## src/rtl/rom_stream_reader.sv

```systemverilog
`default_nettype none
// ============================================================================
// Module   : rom_stream_reader
// Brief    : Turns a (base, len) request into a valid/ready word stream from a
//            1-cycle-latency, active-low-enable ROM through a 2-entry FIFO.
//            Optional macro ROM_STREAM_WRAP_EN: address pointer wraps at ROM_DEPTH.
// Revision : 1.0 - initial release
// ============================================================================
module rom_stream_reader #(
    parameter int ROM_DEPTH = 1024,
    parameter int NUM_DATA  = 1,
    parameter int BIT_WIDTH = 16,
    localparam int AW = $clog2(ROM_DEPTH),
    localparam int DW = NUM_DATA * BIT_WIDTH
) (
    input  logic          clk,
    input  logic          rst_n,
    input  logic          start,
    input  logic [AW-1:0] base_addr,
    input  logic [AW:0]   len,
    output logic          busy,
    output logic          done,
    output logic          err,
    output logic          rom_cen,
    output logic [AW-1:0] rom_addr,
    input  logic [DW-1:0] rom_q,
    output logic          out_valid,
    input  logic          out_ready,
    output logic [DW-1:0] out_data
);

    typedef enum logic [1:0] {
        S_IDLE  = 2'd0,
        S_FETCH = 2'd1,
        S_DRAIN = 2'd2,
        S_DONE  = 2'd3
    } state_t;

    localparam logic [AW+1:0] c_depth_ext = (AW+2)'(ROM_DEPTH);
`ifdef ROM_STREAM_WRAP_EN
    localparam logic [AW-1:0] c_last_addr = AW'(ROM_DEPTH - 1);
`else
    logic [AW+1:0] w_req_end;
`endif

    state_t        state_q, state_d;
    logic [AW-1:0] ptr_q, ptr_d, addr_q, addr_d, w_ptr_next;
    logic [AW:0]   remaining_q, remaining_d;
    logic          inflight_q, inflight_d;
    logic          err_q, err_d;
    logic [DW-1:0] mem_q [2];
    logic [DW-1:0] mem_d [2];
    logic          wr_idx_q, wr_idx_d, rd_idx_q, rd_idx_d;
    logic [1:0]    count_q, count_d;
    logic          w_pop, w_push, w_issue, w_illegal;
    logic [2:0]    w_occupancy;

    always_comb begin
`ifdef ROM_STREAM_WRAP_EN
        w_illegal  = ({2'b00, base_addr} >= c_depth_ext);
        // Explicit compare keeps non-power-of-two depths wrapping correctly.
        w_ptr_next = (ptr_q == c_last_addr) ? '0 : ptr_q + AW'(1);
`else
        w_req_end  = {2'b00, base_addr} + {1'b0, len};
        w_illegal  = ({2'b00, base_addr} >= c_depth_ext) || (w_req_end > c_depth_ext);
        w_ptr_next = ptr_q + AW'(1);
`endif
        w_pop       = (count_q != 2'd0) && out_ready;
        w_push      = inflight_q;
        // Words owed to the FIFO after this cycle's pop; a new read needs a free slot.
        w_occupancy = {1'b0, count_q} + {2'b00, inflight_q} - {2'b00, w_pop};
        w_issue     = (state_q == S_FETCH) && (remaining_q != '0) && (w_occupancy <= 3'd1);

        state_d     = state_q;
        ptr_d       = ptr_q;
        remaining_d = remaining_q;
        addr_d      = addr_q;
        inflight_d  = w_issue;
        err_d       = 1'b0;
        mem_d[0]    = mem_q[0];
        mem_d[1]    = mem_q[1];
        wr_idx_d    = wr_idx_q;
        rd_idx_d    = rd_idx_q;
        count_d     = count_q;

        if (w_issue) begin
            ptr_d       = w_ptr_next;
            remaining_d = remaining_q - (AW+1)'(1);
            addr_d      = ptr_q;
        end
        if (w_push) begin
            mem_d[wr_idx_q] = rom_q;
            wr_idx_d        = ~wr_idx_q;
        end
        if (w_pop) begin
            rd_idx_d = ~rd_idx_q;
        end
        case ({w_push, w_pop})
            2'b10:   count_d = count_q + 2'd1;
            2'b01:   count_d = count_q - 2'd1;
            default: count_d = count_q;
        endcase

        case (state_q)
            S_IDLE: begin
                if (start) begin
                    if (len == '0) begin
                        state_d = S_DONE;
                    end else if (w_illegal) begin
                        err_d = 1'b1;
                    end else begin
                        state_d     = S_FETCH;
                        ptr_d       = base_addr;
                        remaining_d = len;
                    end
                end
            end
            S_FETCH: begin
                if (w_issue && (remaining_q == (AW+1)'(1))) begin
                    state_d = S_DRAIN;
                end
            end
            S_DRAIN: begin
                if ((count_d == 2'd0) && !inflight_q) begin
                    state_d = S_DONE;
                end
            end
            S_DONE:  state_d = S_IDLE;
            default: state_d = S_IDLE;
        endcase
    end

    always_ff @(posedge clk or negedge rst_n) begin
        if (!rst_n) begin
            state_q     <= S_IDLE;
            ptr_q       <= '0;
            remaining_q <= '0;
            addr_q      <= '0;
            inflight_q  <= 1'b0;
            err_q       <= 1'b0;
            mem_q[0]    <= '0;
            mem_q[1]    <= '0;
            wr_idx_q    <= 1'b0;
            rd_idx_q    <= 1'b0;
            count_q     <= 2'd0;
        end else begin
            state_q     <= state_d;
            ptr_q       <= ptr_d;
            remaining_q <= remaining_d;
            addr_q      <= addr_d;
            inflight_q  <= inflight_d;
            err_q       <= err_d;
            mem_q[0]    <= mem_d[0];
            mem_q[1]    <= mem_d[1];
            wr_idx_q    <= wr_idx_d;
            rd_idx_q    <= rd_idx_d;
            count_q     <= count_d;
        end
    end

    assign busy      = (state_q != S_IDLE);
    assign done      = (state_q == S_DONE);
    assign err       = err_q;
    assign rom_cen   = ~w_issue;
    assign rom_addr  = w_issue ? ptr_q : addr_q;
    assign out_valid = (count_q != 2'd0);
    assign out_data  = mem_q[rd_idx_q];

endmodule
`default_nettype wire

```

## config.mk

```make
export PLATFORM = sky130hd
export DESIGN_NAME = rom_stream_reader
export DESIGN_NICKNAME = d
export VERILOG_FILES = /design/src/rtl/rom_stream_reader.sv
export SDC_FILE = /design/constraint.sdc
export NUM_CORES = 1
export LEC_CHECK = 0
export BUFFER_PORTS_ARGS = -buffer_cell sky130_fd_sc_hd__buf_2
export CAP_MARGIN = 15
export CORE_ASPECT_RATIO = 1.75
export CORE_UTILIZATION = 40
export CTS_BUF_LIST = sky130_fd_sc_hd__clkbuf_2
export CTS_CLUSTER_DIAMETER = 200
export CTS_CLUSTER_SIZE = 25
export DETAILED_ROUTE_END_ITERATION = 10
export GPL_TIMING_DRIVEN = 0
export SYNTH_ARGS = -nofsm -noshare
export SYNTH_HDL_FRONTEND = slang
export SYNTH_SLANG_ARGS = --single-unit
export TNS_END_PERCENT = 10
```

## constraint.sdc

```tcl
create_clock -name clk -period 3.95 [get_ports clk]
set_input_delay 0 -clock clk [delete_from_list [all_inputs] [get_ports clk]]
set_output_delay 0 -clock clk [all_outputs]
set_load 0.005 [all_outputs]
```

==> out/metrics.cfg, run 1 <==
[run_status]
outcome = complete, no violations

[critical_path]
reg2reg_from = count_q[1]$_DFF_PN0_
path_cells = dlygate4sd3_1 > buf_2 > ha_1 > inv_1 > fa_1 > nand2b_1 > or4_1 > a211o_1 > or4b_4 > o41ai_4 > nand3_4 > buf_6 > mux2_4
cp.required_ns = 4.36
r2r-end = ptr_q[9]$_DFF_PN0_
crit_fanout = 10
start_kind = input pin
arrival_ns = 3.94
endpoint_kind = flip-flop
ff2ff_path_depth = 13
r2r_slack_ns = 0.48
path_buf_inv = 4
path_delay_family = simple AND/OR/NAND/NOR gates
critical_path_class = input pin to flip-flop
cp_slowest_stage_delay_ns = 0.56
cp_slowest_cell = or4b_4

[synth]
synthArstFlopShare = 1.00
ys.flop_type = dfrtp_1
synth_seq_cells = 71
yosys_warnings = 0
synth_cells = 375
synth_top_area_frac = 0.429
synth.most_common_cell = dfrtp_1
netlist_top_cells_count = dfrtp_1 (71), mux2_2 (48), nand2_1 (48)
ys_types = 57
synthTopCellsByArea = dfrtp_1 (43%), mux2_2 (13%), mux2_4 (6.2%)
syn-num-nets = 436
netlist_area_um2 = 4140
synth_largest_area_cell = dfrtp_1
avgSynthCellArea_um2 = 11.0
ys_seq_area_frac = 0.429
synth_enable_flop_cells = 0

[pwr]
p_leak_nw = 2.44
ir_worst_vdd_mv = 0.284
cellPowerDensity_nw_per_um2 = 666

[timing]
finalMaxSlewViolations = 0
tns_ns = 0
fin_crit_sh = 0.894
slew_headroom = 0.410
period_minus_slack_ns = 3.53
grt_setup_unrepaired = false
worst_pin_slew_ns = 0.885
setup_violations = 0
fmax_mhz = 283
clock_skew_ns = 0.0178
hold_viol_final = 0

[place]
place.gp.congestion = 0.825
post-dp-hpwl_um = 7160
placedCellCount = 570
io_buffer_count = 70

[cts]
cts_buffers = 9
worstSkewPairLatency_ns = 0.51
cts_setup_buffers = 0
clockBufferDepth = 2
path_clk_slew_ns = 0.18
cts_max_level = 3
clock-root-buffer = clkbuf_2
cts_tree = yes
clock_sinks = 71

[floorplan]
io_pins = 72
initial_core_util = 0.415
die_h_um = 137
core_um2 = 9970
rows = 48
die_area_um2 = 10800
die_w_um = 78.9

[global_route]
grt_pass1_vias = 3311
grt_max_degree = 72
grt_use_total = 0.192
overflow = 0
grt_pass1_wl_um = 15600
antenna_found_initial = 1

[final_layout]
drive_gt1_frac = 0.315
area_growth_syn_to_layout_pct = 25.1
fin_nets = 557
fin_cells = 627

[routing]
first_pass_iters = 8
drt_wl_total_um = 9680
drt-wirelength-per-cell_um = 15.4
drc = 0
vias = 3256
drtIter0Drc = 123
viasPerCell = 5.19
final_antenna_net_count = 0

[worst_hold_path]
hold_class = input pin to asynchronous set/reset pin

[flow_run]
drv_cap = 0

[layer usage]
layer	global-route usage	up-vias	routed length (µm)
met1	0.206	1561	3870
met3	0.0413	17	312
met2	0.355	85	5240
li1	-	1593	-
met5	0	-	0
met4	0.0869	0	265
[per-stage QoR]
step,hold slack (ns),util,power [mW],instance area (µm²),setup slack [ns]
2_1_floorplan,-0.296,-,2.46,4140,0.822
3_3_place_gp,0.245,0.466,2.93,4650,0.387
3_5_place_dp,0.188,0.466,2.99,4650,0.366
4_1_cts,0.0507,0.519,3.49,5170,0.233
5_1_grt,0.115,0.519,3.74,5180,0.0925
6_report,0.118,0.519,3.45,5180,0.419
[worst max-delay path by stage]
stage                               startpoint                 end  cells past startpoint
final                                   len[0]  ptr_q[4]$_DFF_PN0_                     13
after CTS                 count_q[1]$_DFF_PN0_         rom_addr[7]                     13
after global routing      count_q[1]$_DFF_PN0_         rom_addr[8]                     13
after detailed placement  count_q[1]$_DFF_PN0_  ptr_q[9]$_DFF_PN0_                     13
after floorplan                   base_addr[0]  ptr_q[0]$_DFF_PN0_                     11
after global placement                  len[0]  ptr_q[6]$_DFF_PN0_                     12
[final cells by class]
cell class | instances | area [µm²]
Antenna cell | 1 | 2.50
Buffer | 12 | 61.3
Clock buffer | 10 | 50.0
Clock inverter | 6 | 75.1
Fill cell | 949 | 4790
Inverter | 17 | 63.8
Multi-Input combinational cell | 275 | 2240
Sequential cell | 71 | 1780
Tap cell | 125 | 156
Timing Repair Buffer | 110 | 753
[logic make-up (layout without fill, tap and decap cells)]
logic type,Yosys count,count (layout),share of synthesized area
simple gates,114,114,0.141
flops,71,71,0.429
mux,70,70,0.205
compound gates,49,49,0.0843
buf+inv,29,155,0.0302
xor+xnor,22,22,0.0466
fa+ha+maj,20,20,0.0641
other cells,0,1,0
[sequential cells by signal, indices dropped and copies added (netlist names)]
signal       cells
mem_q           32
addr_q          10
wr_idx_q         1
inflight_q       1
count_q          2
err              1
rd_idx_q         1
ptr_q           10
state_q          2
remaining_q     11
[report_power, final]
| part | switching [mW] | internal, mW |
|---|---|---|
| Clock | 0.246 | 0.204 |
| Combinational | 0.749 | 0.930 |
| Sequential | 0.231 | 1.09 |
| Total | 1.23 | 2.22 |
[layout by cell type (no fill, tap or decap), drive strengths merged, types with 4 or more instances in the layout]
cell type,count
buf,75
dfrtp,71
mux2,66
nand2,48
dlygate4sd3,40
xnor2,18
ha,18
a21oi,17
inv,17
clkbuf,17
nor2,16
nand3,7
o21ai,6
or4,5
nor4,5
and3,5
nand4,5
nand2b,5
nor3,5
mux2i,4
xor2,4
and4,4
clkinv,4
[what timing repair did]
action / in CTS / in global routing
setup endpoints to repair: 0 / 9
hold buffers: 40 / 0
resized for setup: 0 / 1
endpoints found under the hold margin: 129 / 0
No activity file was read; power rests on OpenSTA's default activity.
==> inputs of run 2 (changes only) <==
Settings changed: PLACE_DENSITY set to 0.71.
==> run 2 against run 1 <==
Clock power fell by 29%. Sequential power about the same. Routed wire length decreased by 0.14%. Clock-buffer cell count increased by 3. Utilization fell by 0.46 points. Sequential cell count did not move. Register-to-register slack worse by 0.05 ns. Non-clock buffer count rose by 1. Clock skew up 0.0036 ns. Worst hold slack better by 0.0057 ns. Setup slack lost 0.26 ns. Global-route usage about the same. Critical endpoint is now remaining_q[3]$_DFF_PN0_.
==> out/metrics.cfg, run 2 (same netlist as run 1, synthesis figures left out) <==
[run_status]
outcome = complete, no violations

[final_layout]
area_growth_syn_to_layout_pct = 24.0
fin_nets = 558  ; +0.18%
largest_register = mem_q
reg.largest.list = mem_q (32), remaining_q (11)
drive_gt1_frac = 0.317  ; +0.00200
final_cell_mix = dfrtp_1 (71), buf_2 (70), nand2_1 (48), mux2_2 (48), dlygate4sd3_1 (41)
largest_reg_flops = 32  ; unchanged
diodes = 0  ; -1
layout_commonest_cell = dfrtp_1

[floorplan]
die_h_um = 137  ; unchanged
die_w_um = 78.9  ; unchanged
die_area_um2 = 10800  ; unchanged
initial_core_util = 0.415  ; unchanged
io_pins = 72  ; unchanged
core_um2 = 9970  ; unchanged
rows = 48  ; unchanged

[pwr]
ir_worst_vdd_mv = 0.409  ; +44%
cellPowerDensity_nw_per_um2 = 651  ; -2.2%
p_leak_nw = 2.43  ; -0.48%

[cts]
path_clk_slew_ns = 0.17  ; about the same
clockBufferDepth = 2  ; unchanged
cts_resized = 0  ; unchanged
cts_max_level = 3  ; unchanged
clock_sinks = 71  ; unchanged
clock-root-buffer = clkbuf_2
worstSkewPairLatency_ns = 0.52  ; about the same
cts_tree = yes
cts_buffers = 9  ; unchanged

[routing]
final_antenna_net_count = 0  ; unchanged
drt-wirelength-per-cell_um = 15.4  ; about the same
vias = 3337  ; +2.5%
first_pass_iters = 4  ; -4
drt_wl_total_um = 9670  ; -0.14%
drtIter0Drc = 92  ; -25%
viasPerCell = 5.33  ; +2.7%
drc = 0  ; unchanged

[timing]
period_minus_slack_ns = 3.79  ; +0.259 ns
setup_slack_ns = 0.160  ; -0.259 ns
finalMaxSlewViolations = 0  ; unchanged
setup_violations = 0  ; unchanged
clock_skew_ns = 0.0213  ; +0.00358 ns
fin_crit_sh = 0.960  ; +0.0655
worst_pin_slew_ns = 0.877  ; -0.00730 ns
hold_viol_final = 0  ; unchanged
fmax_mhz = 264  ; -6.8%
tns_ns = 0  ; unchanged
grt_setup_unrepaired = false
slew_headroom = 0.415  ; +0.00487

[critical_path]
endpoint_kind = flip-flop
critical_path_class = input pin to flip-flop
cp.required_ns = 4.37  ; about the same
arrival_ns = 4.21  ; +0.27 ns
start_kind = input pin
crit_fanout = 10  ; unchanged

[flow_run]
drv_cap = 0  ; unchanged

[place]
place_ws_ns = 0.405  ; +0.0383 ns
place.gp.congestion = 0.880  ; +6.6%
post-dp-hpwl_um = 7110  ; -0.74%
io_buffer_count = 70  ; unchanged

[global_route]
antenna_found_initial = 0  ; -1
grt_max_degree = 72  ; unchanged
grt_pass1_wl_um = 15900  ; +1.8%
overflow = 0  ; unchanged
grt_pass1_vias = 3457  ; +4.4%
grt_use_total = 0.192  ; -0.000249

[worst_hold_path]
hold_class = input pin to asynchronous set/reset pin

[run 2: cell type report]
class / count / area [µm²]
buffer: 12 / 61.3
timing repair buffer: 111 / 763
multi-input combinational: 275 / 2240
sequential: 71 / 1780
clock inverter: 2 / 8.76
clock buffer: 13 / 65.1
fill: 919 / 4840
tap: 125 / 156
inverter: 17 / 63.8
[run 2: path summary, 6_finish.rpt]
| path | slack, ns | depth (start not counted) | to | from |
|---|---|---|---|---|
| max | 0.16 | 14 | remaining_q[3]$_DFF_PN0_ | len[0] |
| min | 0.12 | 2 | mem_q[22]$_DFFE_PN0P_ | rst_n |
| max reg2reg | 0.43 | 13 | ptr_q[9]$_DFF_PN0_ | count_q[1]$_DFF_PN0_ |
| min reg2reg | 0.50 | 2 | addr_q[9]$_DFF_PN0_ | addr_q[9]$_DFF_PN0_ |
| max in group asynchronous | 3.26 | 2 | err$_DFF_PN0_ | rst_n |
| min in group clk | 0.16 | 3 | remaining_q[10]$_DFF_PN0_ | len[10] |
[run 2: worst max-delay path: stages]
cell	delay (ns)
dlygate4sd3_1	0.52
buf_2	0.14
ha_1	0.19
inv_1	0.06
fa_1	0.38
nand2b_1	0.19
a2111o_1	0.48
and3_1	0.21
or4_1	0.48
o41ai_4	0.55
nand3_4	0.15
buf_6	0.19
mux2i_1	0.12
dlygate4sd3_1	0.55
[run 2: metrics by stage]
step           hold slack (ns)   util  instances  power (mW)  cell area [µm²]
2_1_floorplan           -0.296      -        375        2.46             4140
3_3_place_gp             0.245  0.466        570        2.92             4650
3_5_place_dp             0.184  0.466        570        3.00             4650
4_1_cts                  0.103  0.515        626        3.37             5130
5_1_grt                  0.156  0.515        626        3.60             5130
6_report                 0.124  0.515        626        3.34             5130
[run 2: layer usage]
layer  wire [µm]  global-route usage
met4         314              0.0990
met2        5260               0.365
met1        3660               0.194
met5           0                   0
met3         441              0.0367
[run 2: what timing repair did]
action / CTS / global route
hold buffers: 41 / 0
buffers inserted: 0 / 0
endpoints found under the hold margin: 129 / 0
endpoints found under the setup margin: 0 / 1
[run 2: where the power goes]
part | internal, mW | total (mW) | switching, mW
Sequential | 1.09 | 1.32 | 0.231
Clock | 0.0875 | 0.319 | 0.232
Combinational | 0.937 | 1.70 | 0.767
==> inputs of run 3 (changes only) <==
--- a/config.mk
+++ b/config.mk
@@ -9,5 +9,5 @@
 export CAP_MARGIN = 15
 export CORE_ASPECT_RATIO = 1.75
-export CORE_UTILIZATION = 40
+export CORE_UTILIZATION = 58
 export CTS_BUF_LIST = sky130_fd_sc_hd__clkbuf_2
 export CTS_CLUSTER_DIAMETER = 200
@@ -15,5 +15,5 @@
 export DETAILED_ROUTE_END_ITERATION = 10
 export GPL_TIMING_DRIVEN = 0
-export PLACE_DENSITY = 0.71
+export PLACE_DENSITY = 0.93
 export SYNTH_ARGS = -nofsm -noshare
 export SYNTH_HDL_FRONTEND = slang
==> constraint.sdc (replaced) <==
create_clock -name clk -period 3.95 [get_ports clk]
set_input_delay 0.1975 -clock clk [delete_from_list [all_inputs] [get_ports clk]]
set_output_delay 0.1975 -clock clk [all_outputs]
set_load 0.005 [all_outputs]
==> run 3 against run 2 <==
Setup slack gained 0.069 ns. Worst hold slack gained 0.15 ns. Cell count shrank 6.7%. Maximum frequency grew 1.8%. Global-route usage grew 9.6 points. Critical path depth shrank 1. First-iteration DRC count grew 35%. Routed wire length grew 3.6%. Sequential share of layout area shrank 0.25 points. Clock power grew 86%. Clock-buffer cell count shrank 3. Largest cell class unchanged.
==> out/metrics.cfg, run 3 (same netlist as run 1, synthesis figures left out) <==
[cts]
cts_tree = yes
path_clk_slew_ns = 0.18  ; about the same
cts_setup_buffers = 0  ; unchanged
worstSkewPairLatency_ns = 0.54  ; +0.02 ns
cts_buffers = 9  ; unchanged
cts_max_level = 3  ; unchanged
clockBufferDepth = 2  ; unchanged
clock-root-buffer = clkbuf_2
clock_sinks = 71  ; unchanged

[final_layout]
area_growth_syn_to_layout_pct = 25.0
fin_nets = 556  ; -0.36%
drive_gt1_frac = 0.324  ; +0.00663
fill_cells = 471  ; -49%
reg.largest.list = mem_q (32), remaining_q (11)
multi_input_area_um2 = 2240  ; +0.11%
seq_area_um2 = 1780  ; about the same
largest_register = mem_q
final_cell_mix = buf_2 (70), dfrtp_1 (70), nand2_1 (48), mux2_2 (48), dlygate4sd3_1 (39)
diodes = 0  ; unchanged
largest_reg_flops = 32  ; unchanged

[timing]
worst_pin_slew_ns = 0.866  ; -0.0113 ns
period_minus_slack_ns = 3.72  ; -0.0688 ns
finalMaxSlewViolations = 0  ; unchanged
fmax_mhz = 269  ; +1.8%
grt_setup_unrepaired = false
fin_crit_sh = 0.942  ; -0.0174
slew_headroom = 0.423  ; +0.00755
tns_ns = 0  ; unchanged
setup_violations = 0  ; unchanged
hold_viol_final = 0  ; unchanged
clock_skew_ns = 0.0120  ; -0.00935 ns
setup_slack_ns = 0.229  ; +0.0688 ns

[run_status]
outcome = complete, no violations

[global_route]
grt_use_total = 0.288  ; +0.0960
grt_pass1_vias = 3367  ; -2.6%
overflow = 0  ; unchanged
grtUsageMet2 = 0.533  ; +0.167
antenna_found_initial = 0  ; unchanged
met1_usage = 0.287  ; +0.0935
met3_usage = 0.0590  ; +0.0223
gr-max-usage-layer = met2
grt_pass1_wl_um = 15800  ; -0.48%
grt_max_degree = 72  ; unchanged

[place]
place_ws_ns = 0.190  ; -0.215 ns
io_buffer_count = 70  ; unchanged
post-dp-hpwl_um = 7090  ; -0.23%
place.gp.congestion = 0.930  ; +5.7%

[critical_path]
cp-startpoint = len[0]
cp.required_ns = 4.39  ; +0.02 ns
critical_path_class = input pin to flip-flop
start_kind = input pin
crit_fanout = 10  ; unchanged
endpoint_kind = flip-flop
arrival_ns = 4.16  ; -0.05 ns
reg2reg_from = count_q[1]$_DFF_PN0_

[pwr]
total_power_mw = 3.65  ; +9.2%
ir_worst_vdd_mv = 0.325  ; -21%
p_leak_nw = 2.46  ; +1.3%
cellPowerDensity_nw_per_um2 = 705  ; +8.3%

[routing]
drtIter0Drc = 124  ; +35%
final_antenna_net_count = 0  ; unchanged
vias = 3357  ; +0.60%
first_pass_iters = 4  ; unchanged
viasPerCell = 5.75  ; +7.8%
drt_wl_total_um = 10000  ; +3.6%
drc = 0  ; unchanged
drt-wirelength-per-cell_um = 17.2  ; +11%

[floorplan]
die_w_um = 65.9  ; -17%
initial_core_util = 0.604  ; +0.188
die_h_um = 114  ; -17%
die_area_um2 = 7490  ; -30%
core_um2 = 6860  ; -31%
rows = 40  ; -17%
io_pins = 72  ; unchanged

[worst_hold_path]
hold_class = input pin to asynchronous set/reset pin

[flow_run]
drv_cap = 0  ; unchanged

## run 3: changes by cell type in the layout (fill, tap and decap cells not counted)
cell and change:
clkbuf_2 -3, dlygate4sd3_1 -2, nor2_2 +1, dfrtp_1 -1, bufinv_16 +4, clkinv_4 +1, nor2_1 -1, clkinv_2 -1
dfrtp_2 +1
## run 3: final timing paths
check,end,slack [ns],cells after the start
max in group asynchronous,count_q[1]$_DFF_PN0_,3.06,2
worst max register to register,ptr_q[9]$_DFF_PN0_,0.48,13
worst min register to register,addr_q[9]$_DFF_PN0_,0.50,2
min in group clk,remaining_q[10]$_DFF_PN0_,0.32,3
worst min-delay path,mem_q[9]$_DFFE_PN0P_,0.28,2
worst max-delay path,remaining_q[4]$_DFF_PN0_,0.23,13
## run 3: layer usage
| metal | part of all wire | routed length (µm) | up-vias |
|---|---|---|---|
| met5 | 0 | 0 | - |
| met4 | 0.039 | 394 | 0 |
| met3 | 0.041 | 412 | 26 |
| met2 | 0.55 | 5550 | 113 |
| met1 | 0.37 | 3660 | 1627 |
| li1 | - | - | 1591 |
## run 3: stage by stage
stage / util / std cells / hold WS, ns / instance area, µm²
3_5_place_dp: 0.670 / 529 / 0.365 / 4600
2_1_floorplan: - / 375 / -0.0981 / 4140
6_report: 0.755 / 584 / 0.276 / 5170
4_1_cts: 0.754 / 584 / 0.267 / 5170
5_1_grt: 0.755 / 584 / 0.301 / 5170
3_3_place_gp: 0.670 / 529 / 0.443 / 4590
## run 3: layout make-up
| type | instances | area share |
|---|---|---|
| multi-input combinational | 275 | 0.433 |
| inverter | 17 | 0.0123 |
| sequential | 71 | 0.344 |
| tap | 84 | 0.0203 |
| buffer | 12 | 0.0119 |
| clock inverter | 6 | 0.0256 |
| clock buffer | 10 | 0.00967 |
| timing repair buffer | 109 | 0.144 |
## run 3: worst max-delay path, stage by stage
cell           delay, ns
dlygate4sd3_1       0.51
buf_2               0.12
ha_1                0.19
inv_1               0.06
fa_1                0.48
nand2b_1            0.06
or4_1               0.47
a211o_1             0.30
or4b_4              0.57
o41ai_4             0.53
nand3_4             0.16
buf_6               0.19
mux2_4              0.30
## run 3: power breakdown
group	switching (mW)	internal, mW	total (mW)
sequential	0.253	1.09	1.34
clock	0.255	0.338	0.594
combinational	0.786	0.929	1.72
## run 3: repair_timing
action | in CTS | in global routing
hold buffers | 39 | 0
gates resized for setup | 0 | 2
setup endpoints to repair | 0 | 10
hold endpoints to repair | 126 | 0
